### src/rtl/conv_engine_pkg.sv
`default_nettype none
// ============================================================================
// Module      : conv_engine_pkg
// Description : Shared widths, DMA word field positions and register select
//               codes for the 3x3 convolution engine.
// Revision    : 1.0 - initial release
// ============================================================================
package conv_engine_pkg;

  // Element and accumulator widths
  localparam int ELEM_W = 8;
  localparam int ACC_W  = 32;
  localparam int ROW_W  = 3 * ELEM_W;
  localparam int VEC_W  = 9 * ELEM_W;
  // Nine 16-bit products stay within +/-147456, which fits in 20 signed bits
  localparam int SUM_W  = 20;

  // DMA write word layout
  localparam int DMA_DATA_MSB = 31;
  localparam int DMA_DATA_LSB = 8;
  localparam int DMA_WE_BIT   = 7;
  localparam int DMA_SEL_MSB  = 2;
  localparam int DMA_SEL_LSB  = 0;

  // Register select codes; 6 and 7 are decoded as no-ops
  typedef enum logic [2:0] {
    SEL_P0 = 3'd0,
    SEL_P1 = 3'd1,
    SEL_P2 = 3'd2,
    SEL_K0 = 3'd3,
    SEL_K1 = 3'd4,
    SEL_K2 = 3'd5
  } sel_e;

  typedef struct packed {
    logic [ROW_W-1:0] data;
    logic             we;
    logic [2:0]       sel;
  } dma_wr_t;

  // Split a raw DMA word into its data, write-enable and select fields
  function automatic dma_wr_t decode_dma(input logic [31:0] word);
    dma_wr_t w;
    w.data = word[DMA_DATA_MSB:DMA_DATA_LSB];
    w.we   = word[DMA_WE_BIT];
    w.sel  = word[DMA_SEL_MSB:DMA_SEL_LSB];
    return w;
  endfunction

endpackage
`default_nettype wire

### src/rtl/conv_engine_if.sv
`default_nettype none
// ============================================================================
// Module      : conv_engine_if
// Description : DMA write port, accumulator controls and result of the
//               convolution engine. The master drives, the slave is the engine.
// Revision    : 1.0 - initial release
// ============================================================================
interface conv_engine_if;
  logic [31:0] DMAport;
  logic        acc_enable;
  logic        acc_clear;
  logic [31:0] result;

  modport master (
    output DMAport,
    output acc_enable,
    output acc_clear,
    input  result
  );

  modport slave (
    input  DMAport,
    input  acc_enable,
    input  acc_clear,
    output result
  );
endinterface
`default_nettype wire

### src/rtl/conv_dot3x3.sv
`default_nettype none
// ============================================================================
// Module      : conv_dot3x3
// Description : Combinational 9-tap signed int8 dot product. Element 0 sits in
//               the top byte of each 72-bit vector, element 8 in the bottom.
// Revision    : 1.0 - initial release
// ============================================================================
module conv_dot3x3
  import conv_engine_pkg::*;
(
  input  logic [VEC_W-1:0]        pix_vec,
  input  logic [VEC_W-1:0]        ker_vec,
  output logic signed [ACC_W-1:0] sum
);

  logic signed [2*ELEM_W-1:0] prod [9];
  logic signed [SUM_W-1:0]    tot;

  // One signed 8x8 multiplier per tap
  for (genvar i = 0; i < 9; i++) begin : g_tap
    assign prod[i] = $signed(pix_vec[VEC_W-1-ELEM_W*i -: ELEM_W])
                   * $signed(ker_vec[VEC_W-1-ELEM_W*i -: ELEM_W]);
  end

  // Adder tree at 20 bits, then sign-extend to accumulator width
  always_comb begin
    tot = '0;
    for (int i = 0; i < 9; i++) begin
      tot = tot + SUM_W'(prod[i]);
    end
    sum = ACC_W'(tot);
  end

endmodule
`default_nettype wire

### src/rtl/conv_engine.sv
`default_nettype none
// ============================================================================
// Module      : conv_engine
// Description : 3x3 signed int8 convolution engine. Six 24-bit row registers
//               (pixels P0..P2, kernel K0..K2) are loaded through a 32-bit
//               DMA word; the 9-tap dot product is added into a 32-bit
//               accumulator on every enabled clock.
//               Build option CONV_ENGINE_SAT_EN: saturate the accumulator add
//               instead of wrapping.
// Revision    : 1.0 - initial release
// ============================================================================
module conv_engine
  import conv_engine_pkg::*;
(
  input  logic          clk,
  input  logic          rst,
  conv_engine_if.slave  bus
);

  logic [ROW_W-1:0]        pix_q [3];
  logic [ROW_W-1:0]        pix_d [3];
  logic [ROW_W-1:0]        ker_q [3];
  logic [ROW_W-1:0]        ker_d [3];
  logic signed [ACC_W-1:0] acc_q;
  logic signed [ACC_W-1:0] acc_d;
  logic signed [ACC_W-1:0] dot_sum;
  dma_wr_t                 wr;
  logic                    unused_rsvd;

  // Reserved DMA bits carry no meaning
  assign unused_rsvd = ^bus.DMAport[6:3];

  assign wr = decode_dma(bus.DMAport);

  // Write decode: selected row takes the data byte triple, codes 6/7 ignored
  always_comb begin
    for (int r = 0; r < 3; r++) begin
      pix_d[r] = pix_q[r];
      ker_d[r] = ker_q[r];
    end
    if (wr.we) begin
      case (sel_e'(wr.sel))
        SEL_P0:  pix_d[0] = wr.data;
        SEL_P1:  pix_d[1] = wr.data;
        SEL_P2:  pix_d[2] = wr.data;
        SEL_K0:  ker_d[0] = wr.data;
        SEL_K1:  ker_d[1] = wr.data;
        SEL_K2:  ker_d[2] = wr.data;
        default: ;
      endcase
    end
  end

  // Dot product always sees the registers as they stood before the edge
  conv_dot3x3 u_dot (
    .pix_vec ({pix_q[0], pix_q[1], pix_q[2]}),
    .ker_vec ({ker_q[0], ker_q[1], ker_q[2]}),
    .sum     (dot_sum)
  );

`ifdef CONV_ENGINE_SAT_EN
  logic signed [ACC_W:0] acc_wide;
  assign acc_wide = {acc_q[ACC_W-1], acc_q} + {dot_sum[ACC_W-1], dot_sum};
`endif

  // Accumulator next state: clear beats enable, otherwise hold
  always_comb begin
    acc_d = acc_q;
    if (bus.acc_clear) begin
      acc_d = '0;
    end else if (bus.acc_enable) begin
`ifdef CONV_ENGINE_SAT_EN
      if (acc_wide[ACC_W] != acc_wide[ACC_W-1]) begin
        acc_d = acc_wide[ACC_W] ? 32'sh8000_0000 : 32'sh7FFF_FFFF;
      end else begin
        acc_d = acc_wide[ACC_W-1:0];
      end
`else
      acc_d = acc_q + dot_sum;
`endif
    end
  end

  // State registers; low reset clears everything immediately
  always_ff @(posedge clk or negedge rst) begin
    if (!rst) begin
      for (int r = 0; r < 3; r++) begin
        pix_q[r] <= '0;
        ker_q[r] <= '0;
      end
      acc_q <= '0;
    end else begin
      for (int r = 0; r < 3; r++) begin
        pix_q[r] <= pix_d[r];
        ker_q[r] <= ker_d[r];
      end
      acc_q <= acc_d;
    end
  end

  assign bus.result = acc_q;

endmodule
`default_nettype wire

### src/flat_wrapper.sv
// flat-port wrapper written by rule: the top's interface ports become plain ports
module conv_engine_flat import conv_engine_pkg::*;
  (clk, rst, bus_DMAport, bus_acc_enable, bus_acc_clear, bus_result);
  conv_engine_if bus_i ();
  input  logic clk;
  input  logic rst;
  input wire logic [$bits(bus_i.DMAport)-1:0] bus_DMAport;
  input wire logic [$bits(bus_i.acc_enable)-1:0] bus_acc_enable;
  input wire logic [$bits(bus_i.acc_clear)-1:0] bus_acc_clear;
  output wire logic [$bits(bus_i.result)-1:0] bus_result;
  assign bus_i.DMAport = bus_DMAport;
  assign bus_i.acc_enable = bus_acc_enable;
  assign bus_i.acc_clear = bus_acc_clear;
  assign bus_result = bus_i.result;
  conv_engine u_core (.clk(clk), .rst(rst), .bus(bus_i));
endmodule
### config.mk
export PLATFORM = sky130hd
export DESIGN_NAME = conv_engine_flat
export DESIGN_NICKNAME = d
export VERILOG_FILES = /design/src/rtl/conv_engine_pkg.sv /design/src/rtl/conv_engine_if.sv /design/src/rtl/conv_dot3x3.sv /design/src/rtl/conv_engine.sv /design/src/flat_wrapper.sv
export SDC_FILE = /design/constraint.sdc
export NUM_CORES = 2
export LEC_CHECK = 0
export BUFFER_PORTS_ARGS = -buffer_cell sky130_fd_sc_hd__buf_2
export CORE_UTILIZATION = 50
export DETAILED_ROUTE_END_ITERATION = 8
export GPL_TIMING_DRIVEN = 0
export PLACE_DENSITY = 0.7
export SLEW_MARGIN = 40
export SYNTH_ARGS = -nofsm -noshare
export SYNTH_HDL_FRONTEND = slang
export SYNTH_SLANG_ARGS = --single-unit
### constraint.sdc
create_clock -name clk -period 11.5 [get_ports clk]
set_input_delay 1.15 -clock clk [delete_from_list [all_inputs] [get_ports clk]]
set_output_delay 1.15 -clock clk [all_outputs]
set_load 0.02 [all_outputs]
==> flow_summary_export.csv <==
group,metric,value,unit
outcome,run_status,"complete, no violations",
sta,fmax,103,MHz
floorplanning,fp.dieH,270,um
synth,synthArstFlopShare,1.00,
sta,setup_tns,0,ns
layout,nFillCells,6146,
clock_network,cts_sinks,176,
layout,syn_to_final_growth,6.26,%
worst_setup_path,worst_path_max_delay_cell,"fa_1",
layout,diodes,0,
clock_network,cts_hold_buf,0,
synth,synth-main-ff-cell,"dfrtp_1",
synth,yosysWarnings,0,
worst_setup_path,worst_r2r_path_depth,30,
clock_network,clkLatencyLatePin,0.51,ns
route,route.antenna.remaining_nets,0,
global_routing,grt_max_degree,63,
placement,gp_congestion,0.919,
sta,slew_viol_final,0,
floorplanning,row_count,97,
global_routing,grt_overflow,0,
worst_setup_path,cp-start-kind,"flip-flop",
global_routing,grt_pass1_wl,137000,um
synth,synth.distinct_cells,61,
global_routing,grtUsageTotal,0.248,
layout,final_common_cell,"inv_1",
global_routing,antenna_found_initial,0,
synth,ys_seq_area_frac,0.123,
sta,worst_pin_slew,0.805,ns
hold_path,hp-class,"in -> async",
clock_network,post_cts_resized,0,
sta,fin_crit,9.74,ns
worst_setup_path,worst-path-stages,30,
clock_network,cts_tree,"yes",
route,drt_pass1_iterations,5,
floorplanning,die_area,72800,um2
sta,rsz0062_at_grt,"no",
clock_network,htreeDepth,4,
worst_setup_path,worstSetupPathType,"reg -> reg",
route,via_count,22007,
layout,register_area,4400,um2
synth,syn-cell-area,35800,um2
route,drc,0,
sta,hold_violations,0,
floorplanning,fp.coreArea,70500,um2
clock_network,clk_pin_slew,0.09,ns
floorplanning,io_pins,68,
route,routed_wl,82800,um
floorplanning,fp.dieW,270,um
placement,port_buffers,61,
worst_setup_path,cp_slowest_stage_delay,0.67,ns
sta,finClkSkew,0.0207,ns
layout,multi_input_area,27300,um2
clock_network,post_cts_buffers,0,
worst_setup_path,path_max_fanout,10,
sta,slew_headroom,0.462,
route,wl_per_cell,18.8,um
global_routing,grt_pass1_vias,23946,
route,via_per_inst,4.99,
placement,dp_hpwl,72600,um
layout,drive_gt1_frac,0.0801,
synth,synthCells,3373,
worst_setup_path,crit_family,"adder cells",
sta,layout_worst_path_cycle_share,0.847,
layout,fin_nets,4616,
worst_setup_path,cpMostUsedCell,"fa_1",
clock_network,numCtsBuffers,17,
synth,ys_seq_elements,176,
worst_setup_path,required,11.91,ns
worst_setup_path,cp.arrival,10.15,ns
sta,setup_viol,0,
synth,mappedNetlistNets,4532,
worst_setup_path,end_kind,"flip-flop",
worst_setup_path,cp_num_buf_inv,10,
clock_network,cts.path.max_buffers,2,
route,first_iter_violations,1187,
run,max_cap_violations,0,
worst_setup_path,rrSetupSlack,1.76,ns
floorplanning,start_util,0.508,
synth,avgSynthCellArea,10.6,um2
clock_network,root_buffer,"clkbuf_16",
layout,layout_common_cells,"1044 x inv_1, 905 x fa_1, 308 x and2_1, 215 x nand2_1, 215 x ha_1",
synth,synth-edff-count,0,
-- sequential cells by signal, indices dropped and copies added, names as in the netlist --
register / count
u_core.pix_q: 72
u_core.ker_q: 72
u_core.bus.result: 32
-- cell usage after synthesis, types with 7 or more instances --
master,instances,area [um2]
nor2_1,38,143
nor2b_1,37,231
xnor2_1,23,201
fa_1,908,18200
a21o_1,7,52.6
inv_1,1044,3920
mux2i_1,17,170
nand2_1,215,807
o21ai_0,17,85.1
clkbuf_1,46,173
mux2_2,144,1620
a21oi_1,24,120
nand2b_1,35,219
dfrtp_1,176,4400
xor2_1,8,70.1
and2_1,308,1930
ha_1,215,2690
nor3_1,8,40.0
-- routing by layer --
metal	GRT usage	part of all wire	vias to the layer above
met5	0	0	-
met4	0.0781	0.032	0
met3	0.0311	0.048	94
met2	0.415	0.51	549
met1	0.336	0.41	11540
li1	-	-	9824
-- cell families (layout without fill, tap and decap cells) --
logic type	Yosys count	after routing	synth area share
AOI/OAI and AO/OA	98	98	0.0189
xor gates and xnor gates	31	31	0.00758
adders and majority gates	1123	1123	0.582
buffers and inverters	1103	1200	0.116
DFF	176	176	0.123
muxes	161	161	0.0500
and+or+nand+nor	681	681	0.102
-- worst register-to-register path, delay by kind of cell, from the launching register on --
family,cells,cell delay (ns)
fa+ha+maj,11,5.88
buf+inv,10,1.50
compound gates,7,1.46
simple gates,2,0.52
flops,1,0.33
-- final timing paths --
kind,startpoint,to
max,u_core.pix_q[23],u_core.bus.result[31]
min,rst,u_core.pix_q[56]
max reg2reg,u_core.pix_q[23],u_core.bus.result[31]
min reg2reg,u_core.bus.result[4],u_core.bus.result[4]
max in group asynchronous,rst,u_core.bus.result[23]
min in group clk,u_core.bus.result[4],u_core.bus.result[4]
-- area by class of cell --
| cell class | instances | share of cell area |
|---|---|---|
| Clock inverter | 15 | 0.00509 |
| Buffer | 59 | 0.00693 |
| Timing Repair Buffer | 65 | 0.0107 |
| Tap cell | 940 | 0.0309 |
| Multi-Input combinational cell | 2094 | 0.717 |
| Clock buffer | 17 | 0.0112 |
| Inverter | 1044 | 0.103 |
| Sequential cell | 176 | 0.116 |
-- stage by stage --
stage | instance area, um2 | hold WS, ns | instances | setup slack, ns | utilization
after floorplan | 35800 | 0.567 | 3373 | 3.05 | -
after detailed placement | 37400 | 0.557 | 4377 | 1.79 | 0.531
after global placement | 37300 | 0.543 | 4374 | 1.82 | 0.529
after global routing | 38100 | 0.482 | 4410 | 1.24 | 0.540
after CTS | 38100 | 0.469 | 4409 | 1.72 | 0.540
final | 38100 | 0.486 | 4410 | 1.76 | 0.540
Power is not shown: default switching activity piles up to over one toggle a cycle in this logic, so the estimate is an artifact.
